**config.mk**
```make
export PLATFORM = sky130hd
export DESIGN_NAME = fifo_uart_tx_flat
export DESIGN_NICKNAME = d
export VERILOG_FILES = /design/src/rtl/uart_pkg.sv /design/src/rtl/fifo_uart_tx_if.sv /design/src/rtl/uart_bit_timer.sv /design/src/rtl/fifo_uart_tx.sv /design/src/flat_wrapper.sv
export SDC_FILE = /design/constraint.sdc
export NUM_CORES = 1
export LEC_CHECK = 0
export CORE_MARGIN = 2
export CORE_UTILIZATION = 45
export CTS_CLUSTER_DIAMETER = 120
export CTS_CLUSTER_SIZE = 12
export DETAILED_ROUTE_END_ITERATION = 16
export PLACE_DENSITY = 0.69
export RECOVER_POWER = 100
export SETUP_SLACK_MARGIN = 0.05
export SYNTH_ARGS = -nofsm -noshare
export SYNTH_HDL_FRONTEND = slang
export SYNTH_SLANG_ARGS = --single-unit
```
**constraint.sdc**
```tcl
create_clock -name clk -period 1.7 [get_ports clk]
set_input_delay 0.425 -clock clk [delete_from_list [all_inputs] [get_ports clk]]
set_output_delay 0.425 -clock clk [all_outputs]
set_load 0.005 [all_outputs]
```
**src/rtl/uart_pkg.sv**
```systemverilog
// Shared UART definitions for the TX path and the matching RX path.
package uart_pkg;

  typedef enum logic [1:0] {
    IDLE  = 2'd0,
    START = 2'd1,
    DATA  = 2'd2,
    STOP  = 2'd3
  } uart_state_e;

  localparam int unsigned DEFAULT_CLKS_PER_BIT = 104;
  localparam int unsigned DEFAULT_BIT_WIDTH    = 8;
  localparam int unsigned DEFAULT_FRAME_CYCLES = (DEFAULT_BIT_WIDTH + 2) * DEFAULT_CLKS_PER_BIT;

  // Clock cycles in one 8N1-style frame: start + data bits + stop.
  function automatic int unsigned frame_cycles(input int unsigned cpb, input int unsigned bw);
    return (bw + 2) * cpb;
  endfunction

endpackage

```
**src/rtl/fifo_uart_tx_if.sv**
```systemverilog
// FIFO read-port bundle between the TX FIFO and its UART consumer.
interface fifo_uart_tx_if
  import uart_pkg::*;
#(
  parameter int unsigned BIT_WIDTH = DEFAULT_BIT_WIDTH
);

  logic                 fifo_can_read;
  logic [BIT_WIDTH-1:0] fifo_read_data;
  logic                 fifo_read;

  // Consumer side: observes head word, issues pops.
  modport master (
    input  fifo_can_read,
    input  fifo_read_data,
    output fifo_read
  );

  // FIFO side: presents head word, receives pops.
  modport slave (
    output fifo_can_read,
    output fifo_read_data,
    input  fifo_read
  );

endinterface

```
**src/rtl/uart_bit_timer.sv**
```systemverilog
// Per-bit cycle counter; bit_done marks the last cycle of each serial bit.
module uart_bit_timer
  import uart_pkg::*;
#(
  parameter int unsigned CLKS_PER_BIT = DEFAULT_CLKS_PER_BIT
) (
  input  logic clk,
  input  logic rst,
  input  logic clear,
  output logic bit_done
);

  localparam int unsigned CNT_W = (CLKS_PER_BIT > 1) ? $clog2(CLKS_PER_BIT) : 1;
  localparam logic [CNT_W-1:0] LAST = CNT_W'(CLKS_PER_BIT - 1);

  logic [CNT_W-1:0] count;

  // Count 0..CLKS_PER_BIT-1, wrapping at each bit boundary.
  always_ff @(posedge clk or posedge rst) begin
    if (rst) begin
      count <= '0;
    end else if (clear || (count == LAST)) begin
      count <= '0;
    end else begin
      count <= count + CNT_W'(1);
    end
  end

  assign bit_done = (count == LAST);

endmodule

```
**src/rtl/fifo_uart_tx.sv**
```systemverilog
// Pops bytes from a FIFO read port and sends each as a back-to-back UART frame.
module fifo_uart_tx
  import uart_pkg::*;
#(
  parameter int unsigned CLKS_PER_BIT = DEFAULT_CLKS_PER_BIT,
  parameter int unsigned BIT_WIDTH    = DEFAULT_BIT_WIDTH
) (
  input  logic                  clk,
  input  logic                  rst,
  input  logic                  enable,
  fifo_uart_tx_if.master        fifo,
  output logic                  txd,
  output logic                  busy
);

  localparam int unsigned IDX_W = (BIT_WIDTH > 1) ? $clog2(BIT_WIDTH) : 1;
  localparam logic [IDX_W-1:0] LAST_IDX = IDX_W'(BIT_WIDTH - 1);

  uart_state_e          state_q, state_d;
  logic [BIT_WIDTH-1:0] shift_q, shift_d;
  logic [IDX_W-1:0]     idx_q, idx_d;
  logic                 txd_d, busy_d, read_d;
  logic                 load_c, timer_clear_c, bit_done;

  uart_bit_timer #(.CLKS_PER_BIT(CLKS_PER_BIT)) u_timer (
    .clk      (clk),
    .rst      (rst),
    .clear    (timer_clear_c),
    .bit_done (bit_done)
  );

  assign load_c = fifo.fifo_can_read && enable;

  // Next-state and next-output decode.
  always_comb begin
    state_d       = state_q;
    shift_d       = shift_q;
    idx_d         = idx_q;
    txd_d         = txd;
    busy_d        = busy;
    read_d        = 1'b0;
    timer_clear_c = 1'b0;
    case (state_q)
      IDLE: begin
        timer_clear_c = 1'b1;
        txd_d         = 1'b1;
        busy_d        = 1'b0;
        if (load_c) begin
          shift_d = fifo.fifo_read_data;
          read_d  = 1'b1;
          txd_d   = 1'b0;
          busy_d  = 1'b1;
          state_d = START;
        end
      end
      START: begin
        if (bit_done) begin
          state_d = DATA;
          idx_d   = '0;
          txd_d   = shift_q[0];
        end
      end
      DATA: begin
        if (bit_done) begin
          shift_d = shift_q >> 1;
          if (idx_q == LAST_IDX) begin
            state_d = STOP;
            txd_d   = 1'b1;
          end else begin
            idx_d = idx_q + IDX_W'(1);
            txd_d = shift_d[0];
          end
        end
      end
      STOP: begin
        if (bit_done) begin
          if (load_c) begin
            shift_d       = fifo.fifo_read_data;
            read_d        = 1'b1;
            txd_d         = 1'b0;
            timer_clear_c = 1'b1;
            state_d       = START;
          end else begin
            state_d = IDLE;
            busy_d  = 1'b0;
          end
        end
      end
      default: begin
        state_d = IDLE;
      end
    endcase
  end

  // State, datapath and output registers.
  always_ff @(posedge clk or posedge rst) begin
    if (rst) begin
      state_q        <= IDLE;
      shift_q        <= '0;
      idx_q          <= '0;
      txd            <= 1'b1;
      busy           <= 1'b0;
      fifo.fifo_read <= 1'b0;
    end else begin
      state_q        <= state_d;
      shift_q        <= shift_d;
      idx_q          <= idx_d;
      txd            <= txd_d;
      busy           <= busy_d;
      fifo.fifo_read <= read_d;
    end
  end

endmodule

```
**src/flat_wrapper.sv**
```systemverilog
// flat-port wrapper written by rule: the top's interface ports become plain ports
module fifo_uart_tx_flat import uart_pkg::*;
#(
  parameter int unsigned CLKS_PER_BIT = DEFAULT_CLKS_PER_BIT,
  parameter int unsigned BIT_WIDTH    = DEFAULT_BIT_WIDTH
)
  (clk, rst, enable, txd, busy, fifo_fifo_can_read, fifo_fifo_read_data, fifo_fifo_read);
  fifo_uart_tx_if #(.BIT_WIDTH(BIT_WIDTH)) fifo_i ();
  input  logic clk;
  input  logic rst;
  input  logic enable;
  output logic txd;
  output logic busy;
  input wire logic [$bits(fifo_i.fifo_can_read)-1:0] fifo_fifo_can_read;
  input wire logic [$bits(fifo_i.fifo_read_data)-1:0] fifo_fifo_read_data;
  output wire logic [$bits(fifo_i.fifo_read)-1:0] fifo_fifo_read;
  assign fifo_i.fifo_can_read = fifo_fifo_can_read;
  assign fifo_i.fifo_read_data = fifo_fifo_read_data;
  assign fifo_fifo_read = fifo_i.fifo_read;
  fifo_uart_tx #(.CLKS_PER_BIT(CLKS_PER_BIT), .BIT_WIDTH(BIT_WIDTH)) u_core (.clk(clk), .rst(rst), .enable(enable), .fifo(fifo_i), .txd(txd), .busy(busy));
endmodule
```
==> results.md <==
- WL/cell: 13.3 um
- Worst reg2reg path depth: 6
- Core box area: 2730 sq um
- Min cycle time layout: 1630 ps
- Most common cell after layout, fill and taps aside: dfrtp_1
- Fillcell total: approximately 220
- Post-Synth XOR/XNOR Area: 0.0274
- Hold-fix buffer count after cts: 0
- Clk sinks: 23
- Worst-Skew Late Latency: 310 ps
- Final #Nets: between 150 and 200
- Cell taking the most area after synthesis: dfrtp_1
- Vias in the first global route: approximately 980
- Mux share of post-synthesis cell area: 0.150
- Critical-path cell list: ha_2, and3_4, and3_4, o21ai_4, buf_12, mux2_4
- Most frequent CP cell: and3_4
- CP arrival: 1850 ps
- Buffers on Ports: 14
- RSZ-0062 raised after global routing: true
- First-pass DRT Iterations: 4
- CP Launch Type: register
- Top cell family by delay on the critical path: flip-flops
- Total global routing overflow: 0
- Sequential-to-total area share from yosys stat: 0.451
- Hold Path Class: register to register
- Io pins: 15
- Crit path max fanout: 8
- Max Transition Viols Final: 0
- Synth warn: 0
- Peak VDD IR: 0.973 mV
- Hold Path Sink: u_core.busy
- Hpwl dp: 1800 um
- CTS tree: yes
- Final hold violations: 0
- R2r setup slk: 70 ps
- CP Data Required Time: 1920 ps
- Most frequent cells in the layout: 22 x dfrtp_1, 16 x buf_4, 12 x nor2_1, 12 x clkdlybuf4s50_1, 11 x nand3_1
- RD Place Congestion: 0.771
- Yosys cell types: 25
- First-pass GRT wire length: 4260 um
- Synth Area in Adders: 0.0783
- Synth top area share: 0.431
- Largest family of logic cells by synthesized area: simple AND/OR/NAND/NOR gates
- Avg Inst Size Synth: 10.5 sq um
- Slowest-stage cell, CP: dfrtp_1
- Synth area leaders: dfrtp_1 43%, mux2_2 15%, ha_1 7.8%
- Initial antenna violation count: 0
- WL final: about 2500 um
- GRT Overall Usage: 0.164
- Routed Antenna Nets: 0
- CP Capture Type: register
- PnR Total Power: ~2.8 mW
- DRC: 0
- H-tree levels: 1
- Num CTS Buffers: 3
- Die extent in y: around 57 um
- Post-Synthesis Cells: ~120
- Worst path max stage delay: 410 ps
- Bufs and invs on worst path: 1
- Final Util: 0.615
- Status: finished clean
- Hold path cells: 2
- Synth Area in Simple Gates: 0.160
- Die X: 57.3 um
- # diodes: 0
- Pwr dens: 1660 nW/um^2
- Largest net degree at the start of global routing: 24
- Final worst path period share: 0.961
- Worst slew pin tran: 568 ps
- Layout cells sized above 1: 0.325
- Critical R2R Launch: u_core.u_timer.count[0]
- Final setup viols: 0
- Worst hold start: u_core.busy
- CTS root buffer: clkbuf_4
- Mapped Nets: 142
- FMAX: 0.612 GHz
- Initial drt markers: 33
- Synthesis-to-finish area growth: 31.4%
- DR vias: 996
- Die area: 3280 sq um
- Worst-path clk slew: approximately 140 ps
- Via/cell ratio: between 5 and 6
- Synth Area in Compound Gates: 0.0988
- Initial core utilization: 0.468
- Rows: 19
- Max-cap violations: 0
- Leakage Power: 0.783 nW
- Post-Syn Area: 1280 sq um
- Slew margin rel.: 0.621
- Crit Path Class: register to register
- Clk buf depth: 2
- FF-to-FF End: u_core.shift_q[0]
- Clock Skew: 15.1 ps
- #FFs+latches synth: 23
[kinds of logic (layout without fill, tap and decap cells)]
family	after synthesis	in the layout
simple gates	41	41
flops	23	23
compound gates	20	20
mux	17	17
buf+inv	9	44
fa+ha+maj	8	8
xor+xnor	4	4
[metrics by stage]
step                setup TNS [ps]  hold WS, ps  instance area [sq um]  worst slack [ps]  std cells
floorplan                     -190          426                   1290             -27.2        122
global placement              -414          483                   1550             -67.4        177
detailed placement            -667          490                   1550             -87.9        177
CTS                              0          428                   1650              37.8        184
global route                     0          542                   1680              8.06        188
finish                           0          511                   1680              65.5        188
[where the power goes]
group | switching [mW] | leakage, nW | total, mW | internal [mW]
Clock | 0.167 | 0.0177 | 0.255 | 0.0878
Combinational | 0.682 | 0.477 | 1.61 | 0.929
Sequential | 0.155 | 0.288 | 0.928 | 0.773
Total | 1.00 | 0.783 | 2.79 | 1.79
[state kept, by name, indices dropped and copies added (netlist names)]
register               count
u_core.u_timer.count       7
u_core.fifo.fifo_read      1
u_core.shift_q             8
u_core.busy                1
u_core.idx_q               3
u_core.state_q             2
u_core.txd                 1
[area by class of cell]
type | count | area, sq um | area share
Multi-Input combinational cell | 90 | 723 | 0.430
Tap cell | 31 | 38.8 | 0.0231
Clock inverter | 1 | 5.00 | 0.00298
Clock buffer | 3 | 22.5 | 0.0134
Sequential cell | 23 | 577 | 0.343
Timing Repair Buffer | 35 | 295 | 0.176
Inverter | 5 | 18.8 | 0.0112
[worst min-delay path: stages, from the launching register on]
cell,delay [ps]
dfrtp_1,360
nor2_1,50
nor2_1,70
[synth_stat cells]
library cell / count
dfrtp_1: 22
mux2_2: 17
nor2_1: 13
nand3_1: 11
ha_1: 8
o21ai_0: 8
a21oi_1: 6
inv_1: 5
nor2b_1: 5
and3_1: 4
nand2_1: 3
a221oi_1: 2
buf_2: 2
nor3_1: 2
o311ai_0: 2
xnor2_1: 2
xor2_1: 2
buf_6: 1
clkbuf_1: 1
dfstp_2: 1
nor3b_1: 1
o21ai_1: 1
o21ai_4: 1
or2_2: 1
or4b_1: 1
[what timing repair did]
action                                  CTS  global route
resized for setup                        11             5
endpoints found under the setup margin   11            16
pin swaps                                 2             1
buffers inserted                          3             4
[layer usage]
layer | routed length [um] | vias to the layer above | global-route usage
met4 | 19 | 0 | 0.0498
met3 | 106 | 2 | 0.0204
li1 | - | 501 | -
met2 | 1230 | 23 | 0.278
met1 | 1140 | 470 | 0.221
met5 | 0 | - | 0
[worst max path at each step]
stage,to,slack [ps],depth (start not counted),startpoint
4_1_cts,u_core.shift_q[0],40,6,u_core.u_timer.count[1]
6_report,u_core.shift_q[0],70,6,u_core.u_timer.count[0]
2_1_floorplan,u_core.shift_q[0],-30,6,u_core.u_timer.count[0]
5_1_grt,u_core.state_q[0],8,5,u_core.state_q[0]
3_5_place_dp,u_core.shift_q[0],-90,5,fifo_fifo_can_read
3_3_place_gp,u_core.shift_q[1],-70,5,fifo_fifo_can_read
Note: power is estimated with default switching activity, not from simulation.
